File: src/rtl/bitblaster_pkg.sv
// Shared types and instruction-field constants for the bit-blaster sequencer.
package bitblaster_pkg;

    localparam int WORD_W    = 10;
    localparam int OP_HI_MSB = 9;
    localparam int OP_HI_LSB = 8;
    localparam int OP_FN_MSB = 3;
    localparam int OP_FN_LSB = 0;

    localparam logic [1:0] OP_HI_LD = 2'b00;
    localparam logic [3:0] FN_LD    = 4'b0000;

    typedef enum logic [2:0] {
        ST_IDLE,
        ST_SETUP,
        ST_STROBE,
        ST_HOLD,
        ST_CHECK
    } stream_state_t;

    // An ld instruction needs the following program word as its operand.
    function automatic logic is_ld(input logic [WORD_W-1:0] w);
        return (w[OP_HI_MSB:OP_HI_LSB] == OP_HI_LD) && (w[OP_FN_MSB:OP_FN_LSB] == FN_LD);
    endfunction

endpackage

File: src/rtl/instr_streamer_prog_ram.sv
// Program store: one synchronous write port, one asynchronous read port.
module prog_ram
    import bitblaster_pkg::*;
#(
    parameter int DEPTH = 16
) (
    input  logic                     clk,
    input  logic                     we,
    input  logic [$clog2(DEPTH)-1:0] waddr,
    input  logic [WORD_W-1:0]        wdata,
    input  logic [$clog2(DEPTH)-1:0] raddr,
    output logic [WORD_W-1:0]        rdata
);

    logic [WORD_W-1:0] mem [DEPTH];

    always_ff @(posedge clk) begin
        if (we) mem[waddr] <= wdata;
    end

    assign rdata = mem[raddr];

endmodule

File: src/rtl/instr_streamer.sv
// Program sequencer: presents stored words on raw_data and strobes PKb once
// per processor timestep, advancing to the next instruction on LED_D.
module instr_streamer
    import bitblaster_pkg::*;
#(
    parameter int DEPTH     = 16,
    parameter int SETUP     = 2,
    parameter int HOLD      = 3,
    parameter int MAX_STEPS = 4
) (
    input  logic                       CLOCK_50,
    input  logic                       Resetn,
    input  logic                       wr_en,
    input  logic [WORD_W-1:0]          wr_data,
    input  logic                       clear,
    input  logic                       start,
    input  logic                       LED_D,
    output logic [WORD_W-1:0]          raw_data,
    output logic                       PKb,
    output logic                       busy,
    output logic [$clog2(DEPTH+1)-1:0] prog_count,
    output logic                       full,
    output logic                       error
);

    localparam int AW   = $clog2(DEPTH);
    localparam int CW   = $clog2(DEPTH + 1);
    localparam int TMAX = (SETUP > HOLD) ? SETUP : HOLD;
    localparam int TW   = $clog2(TMAX + 1);
    localparam int SW   = $clog2(MAX_STEPS + 1);

    stream_state_t     state, state_d;
    logic [CW-1:0]     rd_ptr;
    logic [TW-1:0]     tmr;
    logic [SW-1:0]     steps;
    logic              data_done;
    logic [WORD_W-1:0] cur_instr;
    logic [WORD_W-1:0] rdata;
    logic [AW-1:0]     raddr;

    logic go_start, wr_fire, clr_fire, err_set, err_clr;
    logic load_next, load_data, raw_zero, strobe;

    assign full = (prog_count == CW'(DEPTH));
    assign busy = (state != ST_IDLE);

    // Word 0 is fetched while idle so that start can present it immediately.
    assign raddr = (state == ST_IDLE) ? '0 : rd_ptr[AW-1:0];

    prog_ram #(.DEPTH(DEPTH)) u_ram (
        .clk   (CLOCK_50),
        .we    (wr_fire),
        .waddr (prog_count[AW-1:0]),
        .wdata (wr_data),
        .raddr (raddr),
        .rdata (rdata)
    );

    always_comb begin
        state_d   = state;
        go_start  = 1'b0;
        wr_fire   = 1'b0;
        clr_fire  = 1'b0;
        err_set   = 1'b0;
        err_clr   = 1'b0;
        load_next = 1'b0;
        load_data = 1'b0;
        raw_zero  = 1'b0;
        strobe    = 1'b0;
        case (state)
            ST_IDLE: begin
                if (start) begin
                    err_clr = 1'b1;
                    if (prog_count != '0) begin
                        go_start = 1'b1;
                        state_d  = ST_SETUP;
                    end else begin
                        err_set = 1'b1;
                    end
                end else if (clear) begin
                    clr_fire = 1'b1;
                    err_clr  = 1'b1;
                end else if (wr_en) begin
                    if (full) err_set = 1'b1;
                    else      wr_fire = 1'b1;
                end
            end
            ST_SETUP: begin
                if (tmr == TW'(SETUP - 1)) state_d = ST_STROBE;
            end
            ST_STROBE: begin
                strobe  = 1'b1;
                state_d = ST_HOLD;
            end
            ST_HOLD: begin
                if (tmr == TW'(HOLD - 1)) state_d = ST_CHECK;
            end
            ST_CHECK: begin
                state_d = ST_SETUP;
                if (LED_D) begin
                    if (rd_ptr == prog_count) state_d = ST_IDLE;
                    else                      load_next = 1'b1;
                end else if (steps == SW'(MAX_STEPS)) begin
                    err_set = 1'b1;
                    state_d = ST_IDLE;
                end else if (is_ld(cur_instr) && !data_done) begin
                    if (rd_ptr < prog_count) begin
                        load_data = 1'b1;
                    end else begin
                        raw_zero = 1'b1;
                        err_set  = 1'b1;
                    end
                end
            end
            default: state_d = ST_IDLE;
        endcase
    end

    always_ff @(posedge CLOCK_50) begin
        if (!Resetn) begin
            state      <= ST_IDLE;
            PKb        <= 1'b1;
            tmr        <= '0;
            prog_count <= '0;
            error      <= 1'b0;
            rd_ptr     <= '0;
            steps      <= '0;
            data_done  <= 1'b0;
            raw_data   <= '0;
        end else begin
            state <= state_d;
            PKb   <= (state_d != ST_STROBE);
            tmr   <= (state_d != state) ? '0 : tmr + TW'(1);

            if (clr_fire)     prog_count <= '0;
            else if (wr_fire) prog_count <= prog_count + CW'(1);

            // A set in the same cycle as a clear wins (start on an empty program).
            if (err_set)      error <= 1'b1;
            else if (err_clr) error <= 1'b0;

            if (strobe) steps <= steps + SW'(1);

            if (go_start || load_next) begin
                raw_data  <= rdata;
                rd_ptr    <= go_start ? CW'(1) : rd_ptr + CW'(1);
                steps     <= '0;
                data_done <= 1'b0;
            end else if (load_data) begin
                raw_data  <= rdata;
                rd_ptr    <= rd_ptr + CW'(1);
                data_done <= 1'b1;
            end else if (raw_zero) begin
                raw_data <= '0;
            end
        end
    end

    always_ff @(posedge CLOCK_50) begin
        if (go_start || load_next) cur_instr <= rdata;
    end

endmodule

File: config.mk
export PLATFORM = sky130hd
export DESIGN_NAME = instr_streamer
export DESIGN_NICKNAME = d
export VERILOG_FILES = /design/src/rtl/bitblaster_pkg.sv /design/src/rtl/instr_streamer_prog_ram.sv /design/src/rtl/instr_streamer.sv
export SDC_FILE = /design/constraint.sdc
export NUM_CORES = 1
export LEC_CHECK = 0
export CORE_UTILIZATION = 55
export DETAILED_ROUTE_END_ITERATION = 12
export PLACE_DENSITY = 0.73
export REMOVE_ABC_BUFFERS = 1
export SYNTH_ARGS = -nofsm -noshare
export SYNTH_HDL_FRONTEND = slang
export SYNTH_SLANG_ARGS = --single-unit
File: constraint.sdc
create_clock -name CLOCK_50 -period 4.15 [get_ports CLOCK_50]
set_clock_uncertainty 0.05 [all_clocks]
set_input_delay 0.83 -clock CLOCK_50 [delete_from_list [all_inputs] [get_ports CLOCK_50]]
set_output_delay 0.83 -clock CLOCK_50 [all_outputs]
set_load 0.1 [all_outputs]
======== Word-level counts from Yosys, hierarchy flattened ========
Memories as Yosys holds them, arrays and structs flattened.
Cells that the tools add are included.
word-level totals
  flip-flop bits (word level) ............. 41
  RAM bits ................................ 160
  logic and storage cells ................. 97
  bits of input ports ..................... 16
  memories ................................ 1
  output and inout port bits .............. 19
memories
  memory     depth  bits a word  rd ports  clocked after Yosys merged registers in  write ports  RTL line                       text
  u_ram.mem  16     10           1         0                                        1            instr_streamer_prog_ram.sv:15  logic [WORD_W-1:0] mem [DEPTH];
operators by class
  multiplexer cells ....................... 54
  reduce and logical (&&, ||, !) cells .... 15
  equal/unequal tests ..................... 11
  bitwise operators ....................... 1
  order comparisons ....................... 1
  $add $sub $neg .......................... 4
operator list
  operator                                                number
  2-to-1 mux 1 bit                                        40
  2-to-1 mux 10 bit                                       3
  2-to-1 mux 3 bit                                        5
  2-to-1 mux 5 bit                                        3
  case mux 3 bit (5 select lines)                         1
  adder 5 x 1 -> 5 bit (second input constant)            2
  == test 3 x 2 -> 1 bit (second input constant)          2
  == test 3 bit (second input constant)                   2
  nonzero test 3 bit                                      2
  OR reduction 2 bit                                      3
  == test 5 bit                                           1
  == test 5 bit (second input constant)                   1
  less-than comparator 5 bit                              1
  nonzero test 5 bit                                      1
  zero test 4 bit                                         1
  2-to-1 mux 4 bit                                        1
  nonzero test 2 bit                                      2
  adder 3 x 1 -> 3 bit (second input constant)            1
  == test 3 x 1 -> 1 bit (second input constant)          1
  zero test 3 bit                                         1
  inequality test 3 x 2 -> 1 bit (second input constant)  1
  inequality test 3 bit                                   1
  adder 2 x 1 -> 2 bit (second input constant)            1
  == test 2 x 1 -> 1 bit (second input constant)          1
  other kinds (7)                                         8

======== Longest topological paths before layout ========
  depth after elaboration ................. 10
  depth in mapped cells ................... 12
  gate-level depth less buffers ........... 8

======== By module ========
A second synthesis with hierarchy kept.
unflattened totals
  cell total of the unflattened synthesis .. 438
  area, all modules ....................... 7871.3 µm²
modules (own cells, without submodules)
  module          cells each  area each (µm²)  sequential area each (µm²)  instances
  prog_ram        269         6153.4           4804.6                      1
  instr_streamer  169         1717.9           800.8                       1

======== Worst setup path before layout ========
No wires, ideal clock.
  kind .................................... reg2reg
  start point ............................. register prog_count[1]
  end point ............................... memory u_ram.mem[1][0] (enable)
  arrival time ............................ 3.319 ns
  cell stages (with the launch flop) ...... 7
  required time ........................... 3.710 ns
  setup time .............................. 0.390 ns
  path buffers ............................ 0
  slack ................................... 0.391 ns
  clock period less this slack ............ 3.759 ns
  cells stage by stage .................... dfxtp_1 -> inv_1 -> ha_1 -> and4bb_2 -> nor4_4 -> nand2_1 -> nor3_1
between the ends
  cells in the longest elaborated chain, start to end .. 8
RTL lines
  what                                    RTL line                       text
  start, declared                         instr_streamer.sv:21           output logic [$clog2(DEPTH+1)-1:0] prog_count,
  start signal, assigned                  instr_streamer.sv:136          else if (wr_fire) prog_count <= prog_count + CW'(1);
  == test 5 bit                           instr_streamer.sv:44           assign full = (prog_count == CW'(DEPTH));
  net full                                instr_streamer.sv:22           output logic full,
  2-to-1 mux 1 bit                        instr_streamer.sv:84           if (full) err_set = 1'b1;
  2-to-1 mux 1 bit                        instr_streamer.sv:83           end else if (wr_en) begin
  2-to-1 mux 1 bit                        instr_streamer.sv:80           end else if (clear) begin
  2-to-1 mux 1 bit                        instr_streamer.sv:72           if (start) begin
  2-to-1 mux 1 bit                        instr_streamer.sv:70           case (state)
  2-to-1 mux 1 bit                        instr_streamer_prog_ram.sv:18  if (we) mem[waddr] <= wdata;
  2-to-1 mux 1 bit (implied by the code)  instr_streamer_prog_ram.sv:18
  end, declared                           instr_streamer_prog_ram.sv:15
The timed path passes the listed nets, and every way through them passes these cells.

======== Worst setup path in the final report ========
  start point ............................. register state[1]
  end point ............................... output busy
between the ends
  cells in the longest elaborated chain, start to end .. 1
RTL lines
  what                    RTL line               text
  start, declared         instr_streamer.sv:32   stream_state_t state, state_d;
  start signal, assigned  instr_streamer.sv:131  state <= state_d;
  nonzero test 3 bit      instr_streamer.sv:45   assign busy = (state != ST_IDLE);
  end, declared           instr_streamer.sv:20   output logic busy,
No other way between the ends.

==> impl_metrics.py <==
metrics = {
    "synth": {
        "synth.yosys.seq_area_share": 0.673,
        "ys_warn_count": 0,
        "synthesis.area_sq_um": 8330,
        "ys_ff_latch": 197,
        "ys_types": 51,
        "postSynthAreaPerCell_sq_um": 14.6,
        "synth_cells": 571,
    },
    "clock_network": {
        "clockBufferDepth": 2,
        "ctsResizeCount": 0,
        "cts_setup_buffers": 0,
        "cts_buffers": 17,
        "cts.sinks": 197,
        "hold_buffers": 0,
        "clkTransAtPathRegs_ns": 0.06,
        "h-tree-depth": 4,
        "clk_latency_ns": 0.43,
        "cts_tree": "built",
        "cts_root_buf": "clkbuf_16",
    },
    "global_routing": {
        "grt_pass1_vias": 4918,
        "met3_usage": 0.0441,
        "grt.met1_usage": 0.325,
        "grt_pass1_wl_microns": 27700,
        "grt_max_degree": 75,
        "grt-ovfl-total": 0,
        "grt-busiest-layer": "met2",
        "grt_util_met2": 0.385,
        "track_usage": 0.243,
        "grt_antenna_before_repair": 0,
    },
    "cells_and_area": {
        "antenna_cells": 0,
        "final_common_cell": "edfxtp_1",
        "multiInputGateArea_sq_um": 2480,
        "layout.nets": 646,
        "area_growth_pct": 14.0,
        "final_cell_mix": "edfxtp_1, nor2_1, a21oi_1",
        "fillers": 1044,
        "drive_above_1_share": 0.157,
        "fin_util": 0.648,
        "seqCellArea_sq_um": 5610,
    },
    "timing": {
        "slew_headroom": 0.306,
        "fmax_mhz": 317,
        "setup_viol": 0,
        "hold_viol_final": 0,
        "setup_ws_ns": 1.00,
        "fin_crit_sh": 0.759,
        "setup_tns_ns": 0,
        "rsz0062_at_grt": "false",
        "post-route-min-period_ns": 3.15,
        "drv_slew": 0,
        "worst_pin_slew_ns": 1.04,
    },
    "detailed_routing": {
        "final_antenna_net_count": 0,
        "wl_per_cell_microns": 22.2,
        "num_vias": 4988,
        "routed_wl_microns": 18000,
        "post-route-drc-count": 0,
        "drt_iter0_drc": 545,
        "drtPass1Iterations": 7,
        "post_drt_via_cell_ratio": 6.14,
    },
    "critical_path": {
        "endpoint_kind": "output pin",
        "path_cells": "nor3_4 > buf_4 > inv_2 > buf_4 > buf_4",
        "crit_top_cell": "buf_4",
        "cp_max_fo": 42,
        "start_kind": "register",
        "cpPeakStageDelay_ns": 0.58,
        "cp_slowest_cell": "dfxtp_1",
        "worstPathRequired_ns": 3.27,
        "cp.arrival_ns": 2.27,
        "critical_path_class": "register to output pin",
    },
    "power": {
        "ir_worst_vdd_uv": 304,
        "powerDensity_nw_per_um2": 417,
        "leakagePower_uw": 0.00313,
    },
    "status": {
        "outcome": "finished, final reports clean",
    },
    "place": {
        "portBuffers": 34,
        "dp_slack_ns": 0.823,
        "hpwl_microns": 11300,
        "gp_congestion": 0.861,
    },
    "floorplan": {
        "core_area_sq_um": 14600,
        "die-area_sq_um": 15600,
        "rows": 44,
        "io_pins": 35,
        "start_util": 0.569,
        "chipWidth_microns": 125,
        "die_y_microns": 125,
    },
    "min_path": {
        "min_path_type": "register to register",
    },
    "run": {
        "max_cap_viol_count": 0,
    },
}
## layout make-up
class                           instances  area share
Inverter                               26      0.0103
Clock buffer                           23      0.0482
Sequential cell                       197       0.591
Timing Repair Buffer                   58      0.0543
Clock inverter                          9      0.0112
Tap cell                              184      0.0242
Multi-Input combinational cell        316       0.261
## through the flow
stage	hold WS, ns	cell area [sq um]	cells	total power (uW)
4_1_cts	0.437	9500	813	3980
3_5_place_dp	0.421	8930	781	2420
2_1_floorplan	0.367	8180	539	2340
6_report	0.434	9500	813	3960
3_3_place_gp	0.380	8930	781	2420
5_1_grt	0.450	9500	813	4060
## report_power, final
group / total (uW) / switching [uW] / internal (uW)
Combinational: 210 / 143 / 67.4
Sequential: 2170 / 11.5 / 2160
Clock: 1580 / 679 / 900
Total: 3960 / 834 / 3130
## worst max-delay path: cells and delay by family (launching register included)
family	cells	cell delay (ns)
buf+inv	4	1.15
simple gates	1	0.07
flops	1	0.58
## registers in the layout, summed over array words and instances, names as in the netlist
register    flops
prog_count      5
error           1
rd_ptr          5
u_ram.mem     160
cur_instr       6
state           3
data_done       1
steps           3
tmr             2
PKb             1
raw_data       10
## path summary, 6_finish.rpt
kind | depth (start not counted) | end | slack (ns) | start
max | 5 | busy | 1.0 | state[1]
min | 1 | tmr[0] | 0.43 | tmr[0]
max reg2reg | 7 | raw_data[3] | 1.13 | state[1]
min reg2reg | 1 | tmr[0] | 0.43 | tmr[0]
## cell usage after synthesis, drive strengths merged
master     n  area, sq um
nor2      67          251
a221oi     6         52.6
a221o     10          100
buf       18          103
nand3      6         35.0
and4       1         8.76
nand2b     9         56.3
a211oi     4         30.0
a21boi     3         22.5
a21oi     41          205
nor3b      3         33.8
edfxtp   166         4980
nor2b     10         62.6
and4bb     1         12.5
and4b      1         10.0
nor4       3         33.8
o21ai      8         40.0
mux2      10          113
mux2i      6         60.1
ha        14          175
mux4      24          541
o2111ai    3         26.3
o21a       1         7.51
o211a      1         10.0
o211ai     8         73.8
xor2       4         35.0
a22oi      9         67.6
nor4b      1         23.8
clkbuf    14         52.6
and2       5         31.3
nand2     30          118
xnor2      6         52.6
or4b       1         10.0
a311o     12          120
nor3       5         36.3
o21bai     1         7.51
dfxtp     31          621
inv       26         97.6
nand4      2         12.5
## per-layer routing
metal	part of all wire	vias up	routed length (microns)
li1	-	2266	-
met1	0.41	2495	7490
met2	0.49	192	8910
met3	0.060	35	1090
met4	0.030	0	546
met5	0	-	0
## logic make-up (layout without fill, tap and decap cells)
kind of cell | count (synthesis) | after routing | share of synthesized area
flops | 197 | 197 | 0.673
mux | 40 | 40 | 0.0856
buf+inv | 58 | 116 | 0.0303
fa+ha+maj | 14 | 14 | 0.0210
compound gates | 107 | 107 | 0.0916
xor+xnor | 10 | 10 | 0.0105
simple gates | 145 | 145 | 0.0883
(Power assumes the default switching activity.)
